==> src/rtl/menu_ctl_pkg.sv <==
// rtl/menu_ctl_pkg.sv - shared FSM encoding and default timing constants for menu_ctl
package menu_ctl_pkg;

  typedef enum logic [1:0] {
    MENU  = 2'd0,
    START = 2'd1,
    GAME  = 2'd2,
    OVER  = 2'd3
  } state_t;

  // 10 ms of stable input at a 65 MHz pixel clock
  localparam int DEBOUNCE_CYCLES_DEFAULT = 650000;
  localparam int OVER_FRAMES_DEFAULT     = 120;

endpackage

==> src/rtl/btn_debounce.sv <==
// rtl/btn_debounce.sv - two-flop synchroniser, debounce counter and one-cycle press pulse
import menu_ctl_pkg::*;

module btn_debounce #(
  parameter int DEBOUNCE_CYCLES = DEBOUNCE_CYCLES_DEFAULT
) (
  input  logic pclk,
  input  logic rst_n,
  input  logic btn,
  output logic press
);

  localparam int CW = (DEBOUNCE_CYCLES > 1) ? $clog2(DEBOUNCE_CYCLES) : 1;
  localparam logic [CW-1:0] CNT_LAST = CW'(DEBOUNCE_CYCLES - 1);

  logic          sync1;
  logic          sync2;
  logic          level;
  logic          level_d;
  logic [CW-1:0] cnt;

  always_ff @(posedge pclk) begin
    if (!rst_n) begin
      sync1   <= 1'b0;
      sync2   <= 1'b0;
      level   <= 1'b0;
      level_d <= 1'b0;
      cnt     <= '0;
      press   <= 1'b0;
    end else begin
      sync1   <= btn;
      sync2   <= sync1;
      level_d <= level;
      press   <= level & ~level_d;
      // any glitch back to the accepted level restarts the stability window
      if (sync2 == level) begin
        cnt <= '0;
      end else if (cnt == CNT_LAST) begin
        level <= sync2;
        cnt   <= '0;
      end else begin
        cnt <= cnt + 1'b1;
      end
    end
  end

endmodule

==> src/rtl/menu_ctl.sv <==
// rtl/menu_ctl.sv - button conditioning, frame tick and menu/game FSM driving the renderer's
// player selection; selection changes land on frame boundaries only.
import menu_ctl_pkg::*;

module menu_ctl #(
  parameter int DEBOUNCE_CYCLES = DEBOUNCE_CYCLES_DEFAULT,
  parameter int OVER_FRAMES     = OVER_FRAMES_DEFAULT
) (
  input  logic pclk,
  input  logic rst_n,
  input  logic btn_up,
  input  logic btn_down,
  input  logic btn_enter,
  input  logic vsync_in,
  input  logic game_over,
  output logic player_count,
  output logic menu_active,
  output logic game_start
);

  localparam int FW = (OVER_FRAMES > 1) ? $clog2(OVER_FRAMES) : 1;
  localparam logic [FW-1:0] FRAME_LAST = FW'(OVER_FRAMES - 1);

  logic          up_press;
  logic          down_press;
  logic          enter_press;
  logic          vsync_q;
  logic          vsync_prev;
  logic          tick;
  logic          pending_sel;
  logic [FW-1:0] frame_cnt;
  state_t        state;

  btn_debounce #(.DEBOUNCE_CYCLES(DEBOUNCE_CYCLES)) u_up (
    .pclk  (pclk),
    .rst_n (rst_n),
    .btn   (btn_up),
    .press (up_press)
  );

  btn_debounce #(.DEBOUNCE_CYCLES(DEBOUNCE_CYCLES)) u_down (
    .pclk  (pclk),
    .rst_n (rst_n),
    .btn   (btn_down),
    .press (down_press)
  );

  btn_debounce #(.DEBOUNCE_CYCLES(DEBOUNCE_CYCLES)) u_enter (
    .pclk  (pclk),
    .rst_n (rst_n),
    .btn   (btn_enter),
    .press (enter_press)
  );

  assign tick = vsync_q & ~vsync_prev;

  always_ff @(posedge pclk) begin
    if (!rst_n) begin
      state        <= MENU;
      pending_sel  <= 1'b0;
      player_count <= 1'b0;
      menu_active  <= 1'b1;
      game_start   <= 1'b0;
      frame_cnt    <= '0;
      vsync_q      <= 1'b0;
      vsync_prev   <= 1'b0;
    end else begin
      vsync_q    <= vsync_in;
      vsync_prev <= vsync_q;
      game_start <= 1'b0;
      case (state)
        MENU: begin
          if (enter_press) begin
            // publish the final choice together with the start pulse
            state        <= START;
            game_start   <= 1'b1;
            menu_active  <= 1'b0;
            player_count <= pending_sel;
          end else begin
            if (up_press && !down_press) begin
              pending_sel <= 1'b0;
            end else if (down_press && !up_press) begin
              pending_sel <= 1'b1;
            end
            if (tick) begin
              player_count <= pending_sel;
            end
          end
        end
        START: begin
          state <= GAME;
        end
        GAME: begin
          if (game_over) begin
            state     <= OVER;
            frame_cnt <= '0;
          end
        end
        OVER: begin
          if (tick) begin
            if (frame_cnt == FRAME_LAST) begin
              state       <= MENU;
              menu_active <= 1'b1;
              frame_cnt   <= '0;
            end else begin
              frame_cnt <= frame_cnt + 1'b1;
            end
          end
        end
        default: state <= MENU;
      endcase
    end
  end

endmodule

==> config.mk <==
export PLATFORM = sky130hd
export DESIGN_NAME = menu_ctl
export DESIGN_NICKNAME = d
export VERILOG_FILES = /design/src/rtl/menu_ctl_pkg.sv /design/src/rtl/btn_debounce.sv /design/src/rtl/menu_ctl.sv
export SDC_FILE = /design/constraint.sdc
export NUM_CORES = 1
export LEC_CHECK = 0
export BUFFER_PORTS_ARGS = -buffer_cell sky130_fd_sc_hd__buf_2
export CAP_MARGIN = 10
export CORE_ASPECT_RATIO = 1.2
export CORE_MARGIN = 4
export CORE_UTILIZATION = 65
export DETAILED_ROUTE_END_ITERATION = 12
export PLACE_DENSITY = 0.81
export SYNTH_ARGS = -nofsm -noshare
export SYNTH_HDL_FRONTEND = slang
export SYNTH_SLANG_ARGS = --single-unit
==> constraint.sdc <==
create_clock -name pclk -period 3.8 [get_ports pclk]
set_input_delay 1.14 -clock pclk [delete_from_list [all_inputs] [get_ports pclk]]
set_output_delay 1.14 -clock pclk [all_outputs]
set_load 0.05 [all_outputs]
Word level (Yosys, flattened, before mapping)

Index checks and enable logic that the tools add are counted.

Register bits after elaboration: 90
Word-level logic and storage cells: 96
Input port bits: 7

Muxes and demuxes: 18
Add/subtract/negate cells: 4
Bitwise operators: 13
Reductions and logical operators: 21
Equal/unequal tests: 14

Operators with widths:

| cell                                                  | number |
|---|---|
| adder 20 x 1 -> 20 bit, second input constant         | 3 |
| == test 20 bit, second input constant                 | 3 |
| two-way mux 7 bit                                     | 3 |
| one-hot mux 7 bit (2 select lines)                    | 1 |
| AND reduction 2 bit                                   | 5 |
| NOT 1 bit                                             | 9 |
| OR reduction 3 bit                                    | 3 |
| two-way mux 1 bit                                     | 8 |
| two-way mux 2 bit                                     | 4 |
| one-hot mux 2 bit (4 select lines)                    | 1 |
| AND reduction 4 bit                                   | 2 |
| nonzero test 2 bit                                    | 4 |
| adder 7 x 1 -> 7 bit, second input constant           | 1 |
| == test 7 bit, second input constant                  | 1 |
| inequality test 2 bit, second input constant          | 3 |
| AND reduction 3 bit                                   | 2 |
| bitwise AND 1 bit                                     | 4 |
| == test 2 bit, second input constant                  | 2 |
| == test 1 bit                                         | 3 |
| == test 2 x 1 -> 1 bit, second input constant         | 1 |
| logical AND 1 bit                                     | 2 |
| zero test 1 bit                                       | 2 |
| zero test 2 bit                                       | 1 |
| inequality test 2 x 1 -> 1 bit, second input constant | 1 |
| one-hot mux 1 bit (2 select lines)                    | 1 |

Logic depth before layout (Yosys ltp)

Depth after elaboration: 4
Mapped depth: 6
Mapped depth without buffers: 6

Modules after synthesis

From an unflattened synthesis, not the netlist that was laid out.

Cells, all modules: 437
Area, all modules: 3,948.8 um2

By module, submodules not included:

| module       | area an instance (um2) | times used | cells an instance | sequential area each (um2) |
|---|---|---|---|---|
| btn_debounce | 1,071.0                | 3          | 117               | 500.5 |
| menu_ctl     | 735.7                  | 1          | 86                | 300.3 |

Worst setup path before layout

Ideal clock, no wire load.

Kind: in2reg
Start point: in game_over
End point: reg frame_cnt[3]
Setup slack: 1.739 ns
Stages on the path: 4
Arrival time: 1.929 ns
Buffers on the path: 0
Cells stage by stage: mux2i_1 a2111oi_0 xnor2_1 nor2_1

Cells in the longest elaborated chain, start to end: 2

Ends and longest elaborated chain:

| item                                   | RTL line        | source |
|---|---|---|
| start: declaration                     | menu_ctl.sv:15  | `input logic game_over,` |
| inequality test 2 bit (no source line) | --              |  |
| AND reduction 3 bit (no source line)   | --              |  |
| end signal: assignment                 | menu_ctl.sv:106 | `frame_cnt <= frame_cnt + 1'b1;` |
| end: declaration                       | menu_ctl.sv:31  | `logic [FW-1:0] frame_cnt;` |

Every way passes these cells.
A chain may end at the register's enable or synchronous reset.

Final worst setup path

Start point: reg u_enter.cnt[12]
End point: reg u_enter.cnt[9]

Cells in the longest elaborated chain, start to end: 2

Ends and longest elaborated chain:

| item                                | RTL line           | source |
|---|---|---|
| start: declaration                  | btn_debounce.sv:20 | `logic [CW-1:0] cnt;` |
| start signal: assignment            | btn_debounce.sv:42 | `cnt <= cnt + 1'b1;` |
| == test 20 bit                      | btn_debounce.sv:38 | `end else if (cnt == CNT_LAST) begin` |
| OR reduction 3 bit (no source line) | --                 |  |

Every way passes these cells.

==> results.yml <==
status:
  status: "completed"
clocking:
  cts.path.max_buffers: 2
  numCtsBuffers: 9
  clkSlewWorstSetupHoldPaths_ps: 80
  ctsHoldBuffers: 0
  cts_setup_buffers: 0
  cts-root-buf: "clkbuf_8"
  cts_tree: "done"
  insertion_delay_ps: 350
  cts.sinks: 90
  h-tree-depth: 3
  post_cts_resized: 0
sta:
  clock-skew-final_ps: 7.10
  finalCriticalPeriod_ps: 2300
  hold_ws_ps: 383
  timing.final.crit_share: 0.606
  tns_ps: 0
  rsz0062_at_grt: "false"
  tightest_slew_ps: 579
  finalSetupViolCount: 0
  hold_viol: 0
  drv_slew: 0
  fmax_mhz: 434
  relSlewSlack: 0.610
yosys:
  syn-cell-area_um2: 3880
  syn_area_per_cell_um2: 8.91
  syn_inst: 436
  ys_top_cells_by_area: "dfxtp_1 46%, xnor2_1 5.0%, nor2_1 4.6%"
  synth_top_area_share: 0.464
  yosys_warnings: 0
  synth_top_cell_by_area: "dfxtp_1"
  synth_compound_area_frac: 0.110
  synth.mux.area_fraction: 0.00515
  ys_async_sr_fraction: 0
  ys_seq_area_frac: 0.464
  synth_common_cells: "90 x dfxtp_1, 48 x nor2_1, 25 x a21oi_1, 25 x nand2_1"
  synth_cell_types: 41
  synth-main-ff-cell: "dfxtp_1"
  synth_simple_gate_area_share: 0.270
  synthAdderAreaFrac: 0.0258
  yosysMostFrequentCell: "dfxtp_1"
  syn-num-nets: 451
  synth_top_family_by_area: "simple AND/OR/NAND/NOR gates"
  synth_seq_cells: 90
  synth_edf_count: 0
  yosys.area_share.xor_xnor: 0.0947
route:
  vias: 3063
  ant_nets: 0
  drt_pass1_iterations: 5
  dr.first_iter.drc_count: 93
  post_drt_via_cell_ratio: 5.78
  wl_mm: 6.70
  drcViolationCount: 0
  wl_per_cell_um: 12.6
global_route:
  grt_pass1_vias: 2913
  antenna_found_initial: 0
  grt_start_max_net_pins: 24
  track_usage: 0.207
  overflow: 0
  grt_pass1_wl_mm: 12.4
pwr:
  power.total_w: 0.00154
  peakVddDrop_v: 0.000243
  p_leak_nw: 1.32
  power.density_nw_per_um2: 370
worst_setup_path:
  start_kind: "flop"
  crit_fanout: 13
  endpoint_kind: "flop"
  arrival_ps: 2550
  critical_path_class: "flop to flop"
  worstPathRequired_ps: 4040
place:
  port_buffers: 9
  dp_hpwl_mm: 4.74
  globalplace.congestion: 0.774
finish:
  diodes: 0
  nNetsFinal: 461
  syn2layout_area_growth_pct: 6.89
  fillCellCount: 454
  drive_above_1_share: 0.0778
floorplan:
  die_width_um: 78.6
  coreArea_um2: 5740
  die_area_um2: 7280
  die_height_um: 92.7
  start_util: 0.676
  io_pins: 10
  rows: 30
worst_hold_path:
  hold_class: "flop to flop"
flow_run:
  drv_cap: 0
[layout make-up]
cell class / count / area, µm² / share of cell area
inverter: 18 / 67.6 / 0.0163
multi-input combinational: 315 / 1960 / 0.473
tap: 80 / 100 / 0.0241
timing repair buffer: 12 / 67.6 / 0.0163
sequential: 90 / 1800 / 0.434
clock buffer: 12 / 135 / 0.0325
clock inverter: 3 / 17.5 / 0.00422
[worst max-delay path, cell delays in order, from the launching register on]
cell,delay (ps)
dfxtp_1,360
or4b_1,540
or4_1,440
o211ai_1,500
buf_4,300
nor2_1,60
[placed cells by master (no fill, tap or decap), types with 10 or more instances in the layout]
master / netlist / layout
a21oi_1: 25 / 25
and2_1: 11 / 11
dfxtp_1: 90 / 90
inv_1: 18 / 18
nand2_1: 25 / 25
nand3_1: 22 / 22
nand4_1: 14 / 14
nor2_1: 48 / 48
o21ai_0: 18 / 18
o31ai_1: 10 / 10
or3_1: 13 / 13
or4_1: 13 / 13
xnor2_1: 22 / 22
xor2_1: 20 / 20
[report_power, final]
group	leakage, nW	internal, W	total [W]	switching (W)
Combinational	0.515	0.0000169	0.0000469	0.0000300
Sequential	0.727	0.000950	0.000955	0.00000462
Clock	0.0762	0.000233	0.000533	0.000301
[per-layer routing]
layer	track usage	routed length, µm
met3	0.0428	222
met4	0.0831	124
met1	0.259	3090
met5	0	0
met2	0.346	3260
[final timing paths]
kind                    from        endpoint  slack, ps  depth (start not counted)
min             u_up.level_d      u_up.press        380                          1
max reg2reg  u_enter.cnt[12]  u_enter.cnt[9]       1500                          5
min reg2reg     u_up.level_d      u_up.press        380                          1
max          u_enter.cnt[12]  u_enter.cnt[9]       1500                          5
[flip-flops by register name, summed over array words and instances (netlist names), 2 cells and up]
name / flops
u_up.cnt: 20
u_enter.cnt: 20
u_down.cnt: 20
frame_cnt: 7
state: 2
[cell families after synthesis]
group | after synthesis
compound gates | 69
xor+xnor | 42
simple gates | 194
flops | 90
buf+inv | 31
mux | 2
fa+ha+maj | 8
[per-stage QoR]
step / util / setup slack [ps] / cells / area [µm²]
3_5_place_dp: 0.697 / 1480 / 515 / 4000
6_report: 0.723 / 1500 / 530 / 4150
4_1_cts: 0.723 / 1460 / 530 / 4150
3_3_place_gp: 0.697 / 1540 / 515 / 4000
5_1_grt: 0.723 / 1320 / 530 / 4150
2_1_floorplan: - / 1740 / 436 / 3880
No activity file was read; power rests on OpenSTA's default activity.
